--- config.mk ---
export PLATFORM = sky130hd
export DESIGN_NAME = uart_fifo_tx
export DESIGN_NICKNAME = d
export VERILOG_FILES = /design/src/rtl/uart_pkg.sv /design/src/rtl/uart_baud_gen.sv /design/src/rtl/uart_fifo_tx.sv
export SDC_FILE = /design/constraint.sdc
export NUM_CORES = 1
export LEC_CHECK = 0
export CORE_UTILIZATION = 46
export CTS_CLUSTER_SIZE = 8
export DETAILED_ROUTE_END_ITERATION = 12
export GPL_TIMING_DRIVEN = 0
export HOLD_SLACK_MARGIN = 0.06
export PLACE_DENSITY = 0.83
export SLEW_MARGIN = 5
export SYNTH_ARGS = -nofsm -noshare
export SYNTH_HDL_FRONTEND = slang
export SYNTH_SLANG_ARGS = --single-unit
--- constraint.sdc ---
create_clock -name clk -period 1.7 [get_ports clk]
set_clock_uncertainty 0.2 [all_clocks]
set_input_delay 0.255 -clock clk [delete_from_list [all_inputs] [get_ports clk]]
set_output_delay 0.255 -clock clk [all_outputs]
set_load 0.02 [all_outputs]
--- src/rtl/uart_pkg.sv ---
// uart_pkg: shared FSM state type, line levels and default sizing for the UART transmitter.
package uart_pkg;
  typedef enum logic [2:0] {
    IDLE   = 3'd0,
    FETCH  = 3'd1,
    START  = 3'd2,
    DATA   = 3'd3,
    PARITY = 3'd4,
    STOP   = 3'd5
  } tx_state_t;
  localparam logic UART_IDLE_LEVEL   = 1'b1;
  localparam logic UART_STOP_LEVEL   = 1'b1;
  localparam int   UART_DATA_WIDTH   = 8;
  localparam int   UART_CLKS_PER_BIT = 16;
endpackage

--- src/rtl/uart_baud_gen.sv ---
// uart_baud_gen: free-running bit-period counter with a one-cycle bit_tick_o on the last cycle of each bit.
module uart_baud_gen #(
  parameter int CLKS_PER_BIT = 16
) (
  input  logic clk,
  input  logic clr_i,
  output logic bit_tick_o
);
  localparam int CW = (CLKS_PER_BIT > 2) ? $clog2(CLKS_PER_BIT) : 1;
  logic [CW-1:0] cnt_q;
  assign bit_tick_o = cnt_q == CW'(CLKS_PER_BIT - 1);
  always_ff @(posedge clk) begin
    if (clr_i) cnt_q <= '0;
    else cnt_q <= bit_tick_o ? '0 : cnt_q + 1'b1;
  end
endmodule

--- src/rtl/uart_fifo_tx.sv ---
// uart_fifo_tx: pops characters from an external FIFO and sends them as 8N1-style UART frames.
// Defining UART_TX_PARITY_EN inserts an even-parity bit between the data bits and the stop bit.
module uart_fifo_tx
  import uart_pkg::*;
#(
  parameter int DATA_WIDTH   = UART_DATA_WIDTH,
  parameter int CLKS_PER_BIT = UART_CLKS_PER_BIT
) (
  input  logic                  clk,
  input  logic                  reset,
  input  logic                  fifo_empty,
  output logic                  fifo_read_enable,
  input  logic [DATA_WIDTH-1:0] fifo_read_data,
  output logic                  tx,
  output logic                  busy,
  output logic                  tx_done
);
  localparam int BW = (DATA_WIDTH > 1) ? $clog2(DATA_WIDTH) : 1;
  tx_state_t             state_q;
  logic [DATA_WIDTH-1:0] shift_q;
  logic [BW-1:0]         bit_q;
  logic                  tx_q;
  logic                  tick;
`ifdef UART_TX_PARITY_EN
  logic                  par_q;
`endif
  uart_baud_gen #(.CLKS_PER_BIT(CLKS_PER_BIT)) u_baud (
    .clk        (clk),
    .clr_i      (reset || state_q == FETCH),
    .bit_tick_o (tick)
  );
  assign fifo_read_enable = state_q == IDLE && !fifo_empty && !reset;
  assign tx      = tx_q;
  assign busy    = state_q != IDLE;
  assign tx_done = state_q == STOP && tick;
  // tx is registered, so each transition drives the level of the bit being entered
  always_ff @(posedge clk) begin
    if (reset) begin
      state_q <= IDLE;
      tx_q    <= UART_IDLE_LEVEL;
      shift_q <= '0;
      bit_q   <= '0;
`ifdef UART_TX_PARITY_EN
      par_q   <= 1'b0;
`endif
    end else begin
      case (state_q)
        IDLE: if (!fifo_empty) state_q <= FETCH;
        FETCH: begin
          shift_q <= fifo_read_data;
          bit_q   <= '0;
          tx_q    <= 1'b0;
          state_q <= START;
`ifdef UART_TX_PARITY_EN
          par_q   <= ^fifo_read_data;
`endif
        end
        START: if (tick) begin
          tx_q    <= shift_q[0];
          shift_q <= shift_q >> 1;
          state_q <= DATA;
        end
        DATA: if (tick) begin
          if (bit_q == BW'(DATA_WIDTH - 1)) begin
            bit_q   <= '0;
`ifdef UART_TX_PARITY_EN
            tx_q    <= par_q;
            state_q <= PARITY;
`else
            tx_q    <= UART_STOP_LEVEL;
            state_q <= STOP;
`endif
          end else begin
            tx_q    <= shift_q[0];
            shift_q <= shift_q >> 1;
            bit_q   <= bit_q + 1'b1;
          end
        end
`ifdef UART_TX_PARITY_EN
        PARITY: if (tick) begin
          tx_q    <= UART_STOP_LEVEL;
          state_q <= STOP;
        end
`endif
        STOP: if (tick) state_q <= IDLE;
        default: state_q <= IDLE;
      endcase
    end
  end
endmodule

Word level (Yosys, flattened, before mapping)
Cells that the tools add are included.
Storage, ports and cells
  bits in registers: 19
Cells by class
  $add $sub $neg: 2
  equality and inequality tests: 12
  multiplexer cells: 17
  reduce and logical (&&, ||, !) cells: 15
Operators by type and width (number)
  $mux 8: 3
  $pmux 8 s3: 1
  $mux 3: 7
  $pmux 3 s5: 1
  $ne 2x2->1 const B: 6
  $eq 3x2->1 const B: 2
  $eq 3x3->1 const B: 2
  $pmux 3 s2: 1
  $reduce_bool 3->1: 2
  $reduce_and 5->1: 1
  $add 4x1->4 const B: 1
  $eq 4x4->1 const B: 1
  $reduce_and 4->1: 1
  $add 3x1->3 const B: 1
  $eq 3x1->1 const B: 1
  $logic_and 1x1->1: 3
  $logic_not 3->1: 1
  $mux 1: 3
  $pmux 1 s3: 1
  $reduce_and 3->1: 1
  $logic_not 1->1: 2
  $reduce_and 2->1: 1
  $reduce_bool 2->1: 1
  $reduce_or 2->1: 1
  $logic_or 1x1->1: 1

Depth between registers and ports, before layout
  word-level depth: 4
  mapped depth: 7
  depth with buffers taken out: 6

Cells and area by module
Synthesis repeated with hierarchy kept, for this count alone.
Second synthesis, totals
  cells, all modules: 105
  area, all modules: 1032.2 sq um
By module, submodules not included
  uart_fifo_tx: times used 1, cells each 90, area each 865.8 sq um, sequential area each 300.3 sq um
  uart_baud_gen: times used 1, cells each 15, area each 166.4 sq um, sequential area each 80.1 sq um

Worst setup path before layout
No wires, ideal clock.
  path type: flip-flop to flip-flop
  from: reg bit_q[0]
  to: reg shift_q[5]
  setup time: 86 ps
  data arrival time: 1489 ps
  path slack: -75 ps
  cell stages (with the launch flop): 8
  buffers on the path: 1
  period minus slack after synthesis: 1775 ps
  path through: dfxtp_1 > ha_1 > ha_1 > a31o_2 > a21oi_4 > buf_6 > nor2_1 > a211oi_1
Between the ends
  cells in the longest elaborated chain, start to end: 3
Ends and longest elaborated chain
  start: declaration: line uart_fifo_tx.sv:21  | logic [BW-1:0] bit_q;
  start signal: assignment: line uart_fifo_tx.sv:76  | bit_q <= bit_q + 1'b1;
  $eq 3x3->1: line uart_fifo_tx.sv:64  | if (bit_q == BW'(DATA_WIDTH - 1)) begin
  $ne 2x2->1 (no line)
  $reduce_and 4->1 (no line)
  end signal: assignment: line uart_fifo_tx.sv:50  | shift_q <= fifo_read_data;
  end signal: assignment: line uart_fifo_tx.sv:60  | shift_q <= shift_q >> 1;
  end signal: assignment: line uart_fifo_tx.sv:75  | shift_q <= shift_q >> 1;
  end: declaration: line uart_fifo_tx.sv:20  | logic [DATA_WIDTH-1:0] shift_q;
Every way passes these cells.
A chain may end at the register's enable or synchronous reset.

Worst setup path after layout
  from: reg state_q[0]
  to: out fifo_read_enable
Between the ends
  cells in the longest elaborated chain, start to end: 3
Ends and longest elaborated chain
  start: declaration: line uart_fifo_tx.sv:19  | tx_state_t state_q;
  start signal: assignment: line uart_fifo_tx.sv:39  | state_q <= IDLE;
  start signal: assignment: line uart_fifo_tx.sv:48  | IDLE: if (!fifo_empty) state_q <= FETCH;
  start signal: assignment: line uart_fifo_tx.sv:53  | state_q <= START;
  $logic_not 3->1: line uart_fifo_tx.sv:32  | assign fifo_read_enable = state_q == IDLE && !fifo_empty && !reset;
  $logic_and 1x1->1 (2 in a row): line uart_fifo_tx.sv:32
  end: declaration: line uart_fifo_tx.sv:12  | output logic fifo_read_enable,
Every way passes these cells.

==> results by group <==
Outcome
  • Run status: finished, violations left
  • Failing checks: negative setup slack

Detailed routing
  • DRT iter0 DRCs: 22
  • Via/cell ratio: 5.61
  • Final WL: 2410 um
  • Drt pass-1 iters: 4
  • Total number of vias: 914
  • Wire per inst: 14.8 um
  • DRC viols: 0
  • Antenna-violating nets left: 0

Placement
  • Post-DP HPWL: 1310 um
  • # port buffers: 13
  • Gp weighted congestion: 0.737
  • Post-DP Area: 1110 um^2

Power and ir drop
  • Comb power frac: 0.261
  • NetSw: 0.000286 W
  • Lkg Pwr: 0.588 nW
  • Max VDD drop: 472 uV
  • P_int: 0.000706 W
  • Design Power: 0.000992 W
  • Seq pwr share: 0.502
  • Power share of the clock group: 0.237
  • Pwr Density: 708 nW/um^2
  • Net switching share of the total power: 0.289

Setup path
  • CP required: 1.24 ns
  • Crit path max fanout: 4
  • Most frequent CP cell: buf_6
  • Buf/Inv on CP: 2
  • Critical path arrival: 1.46 ns
  • Worst path cell trace: buf_6 > or4_4 > nor2_4 > buf_6
  • CP Launch Type: register
  • Crit end category: primary output
  • Critical path class: reg -> out
  • Crit path max-delay family: simple AND/OR/NAND/NOR gates
  • Largest stage delay, worst path: 0.49 ns
  • Max stage delay cell, worst path: or4_4

Cells and area
  • Multi-input logic area: 601 um^2
  • Fill cells: 126
  • Most frequent cells in the layout: buf_4 (14), nor2_1 (13), buf_6 (11), dfxtp_1 (11), clkdlybuf4s50_1 (8)
  • Most common cell after layout, fill and taps aside: buf_4
  • Final net count: 153
  • Layout cell share with drive strength beyond 1: 0.399
  • Area growth syn-to-layout: 51.1%
  • Number of diodes: 0
  • Sequential Area: 393 um^2
  • Post-route cell area: 1400 um^2

Clock tree
  • Clk pin slew, worst setup/hold paths: 0.11 ns
  • CTS tree: built
  • Post-CTS Hold Fix Bufs: 0
  • Clk buf depth: 2
  • Clock root buffer: clkbuf_4
  • CTS buffer count: 3
  • Clk sinks: 19
  • Clk_lat worst skew: 0.30 ns
  • Max H-tree Level: 1

Logic synthesis
  • Seq cells post-synth: 19
  • Syn Nets: 117
  • Ys Warns: 0
  • Yosys cell types: 30
  • Sequential area share after synthesis: 0.410
  • Mean area per synthesized cell: 9.00 um^2
  • Post-synthesis cell count: 103
  • Post-synth top area cell: dfxtp_1
  • Netlist Area Pre-Place: 927 um^2
  • Share of the synthesized area in the top cell type: 0.410
  • Synth top area cells: dfxtp_1 (41%), mux2i_1 (7.6%), nor2_1 (6.5%), a211oi_1 (5.7%), nand2b_1 (4.7%)

STA
  • Worst-Margin Slew: 0.599 ns
  • Setup Viol. Count Final: 11
  • Final setup margin: -0.220 ns
  • Slew Limit Fails: 0
  • Max Fclk: 521 MHz
  • Final hold slack: 0.103 ns
  • RSZ-0062 raised after global routing: yes
  • Final hold violation count: 0
  • Tcrit/Tclk final: 1.13
  • Slew margin rel.: 0.601
  • Setup TNS: -0.969 ns
  • Tmin final: 1.92 ns

Flow run
  • Max Cap Viol: 0

Global route
  • Vias in the first global route: 845
  • Largest net degree at the start of global routing: 12
  • GRT overflow: 0
  • Initial antenna violation count: 0
  • First-pass GRT wire length: 3630 um
  • GRT Overall Usage: 0.233

Floorplanning
  • Die height: 46.9 um
  • Area of the core: 1800 um^2
  • Initial Util: 0.515
  • I/O pin total: 15
  • Die area: 2200 um^2
  • Die X: 46.9 um
  • Core Rows: 15

Hold path
  • Hold crit path type: in -> reg
## worst min-delay path, delay by kind of cell
kind / cells / cell delay [ns]
AOI/OAI and AO/OA: 2 / 0.20
buffers and inverters: 1 / 0.10
## Yosys cell counts
library cell / count
a2111oi_0: 1
a211oi_1: 7
a21boi_0: 1
a21oi_1: 7
a21oi_4: 1
a31o_2: 1
and3_1: 2
buf_2: 1
buf_4: 1
buf_6: 2
clkbuf_1: 2
dfxtp_1: 19
ha_1: 3
inv_1: 3
mux2i_1: 7
nand2_1: 5
nand2b_1: 7
nand3_1: 3
nand4_2: 1
nor2_1: 16
nor2b_1: 1
nor3_1: 3
o221ai_1: 1
o311ai_0: 1
o31a_1: 1
o32ai_1: 1
or3_1: 2
or4_1: 1
xnor2_1: 1
xor2_1: 1
## worst paths after layout
| path | cells after the start | to | start | slack [ns] |
|---|---|---|---|---|
| setup reg to reg | 7 | shift_q[6] | bit_q[0] | -0.13 |
| hold / removal | 3 | state_q[0] | fifo_empty | 0.10 |
| hold reg to reg | 2 | shift_q[7] | shift_q[7] | 0.29 |
| setup / recovery | 4 | fifo_read_enable | state_q[0] | -0.22 |
## layer usage
metal	global-route usage	wire, um	vias up
met2	0.403	1340	21
met5	0	0	-
met4	0.114	34	0
met3	0.0346	76	6
met1	0.280	953	447
li1	-	-	440
## state kept, by name, summed over array words and instances (netlist names)
signal / cells
bit_q: 3
tx: 1
shift_q: 8
state_q: 3
u_baud.cnt_q: 4
## logic make-up (layout without fill, tap and decap cells)
family          after synthesis  after routing  synth area share
buf+inv                       9             44            0.0580
xor+xnor                      2              2            0.0189
mux                           7              7            0.0756
compound gates               22             22             0.177
simple gates                 41             41             0.220
flops                        19             19             0.410
fa+ha+maj                     3              3            0.0405
## area by class of cell
| cell class | instances | area share |
|---|---|---|
| clock inverter | 1 | 0.00357 |
| clock buffer | 3 | 0.0161 |
| tap | 25 | 0.0223 |
| timing repair buffer | 31 | 0.206 |
| inverter | 3 | 0.00804 |
| sequential | 19 | 0.280 |
| multi-input combinational | 75 | 0.429 |
| buffer | 6 | 0.0348 |
## power groups by stage
stage                     Clock [W]  Combinational [W]  Sequential (W)
after floorplan                   0           0.000119        0.000502
after global placement            0           0.000171        0.000502
after detailed placement          0           0.000177        0.000503
after CTS                  0.000235           0.000224        0.000495
after global routing       0.000248           0.000282        0.000501
final                      0.000235           0.000259        0.000498
## through the flow
stage | std cells | setup slack, ns | utilization
finish | 163 | -0.220 | 0.778
global route | 163 | -0.245 | 0.778
CTS | 156 | -0.244 | 0.723
detailed placement | 141 | -0.543 | 0.619
global placement | 141 | -0.526 | 0.619
floorplan | 103 | 0.00947 | -
## repair_timing
action,CTS,global route
resized for setup,41,12
pin swaps,8,4
endpoints found under the setup margin,15,14
gates cloned,0,0
buffers inserted,11,7
Power figures use the tool's default switching activity.
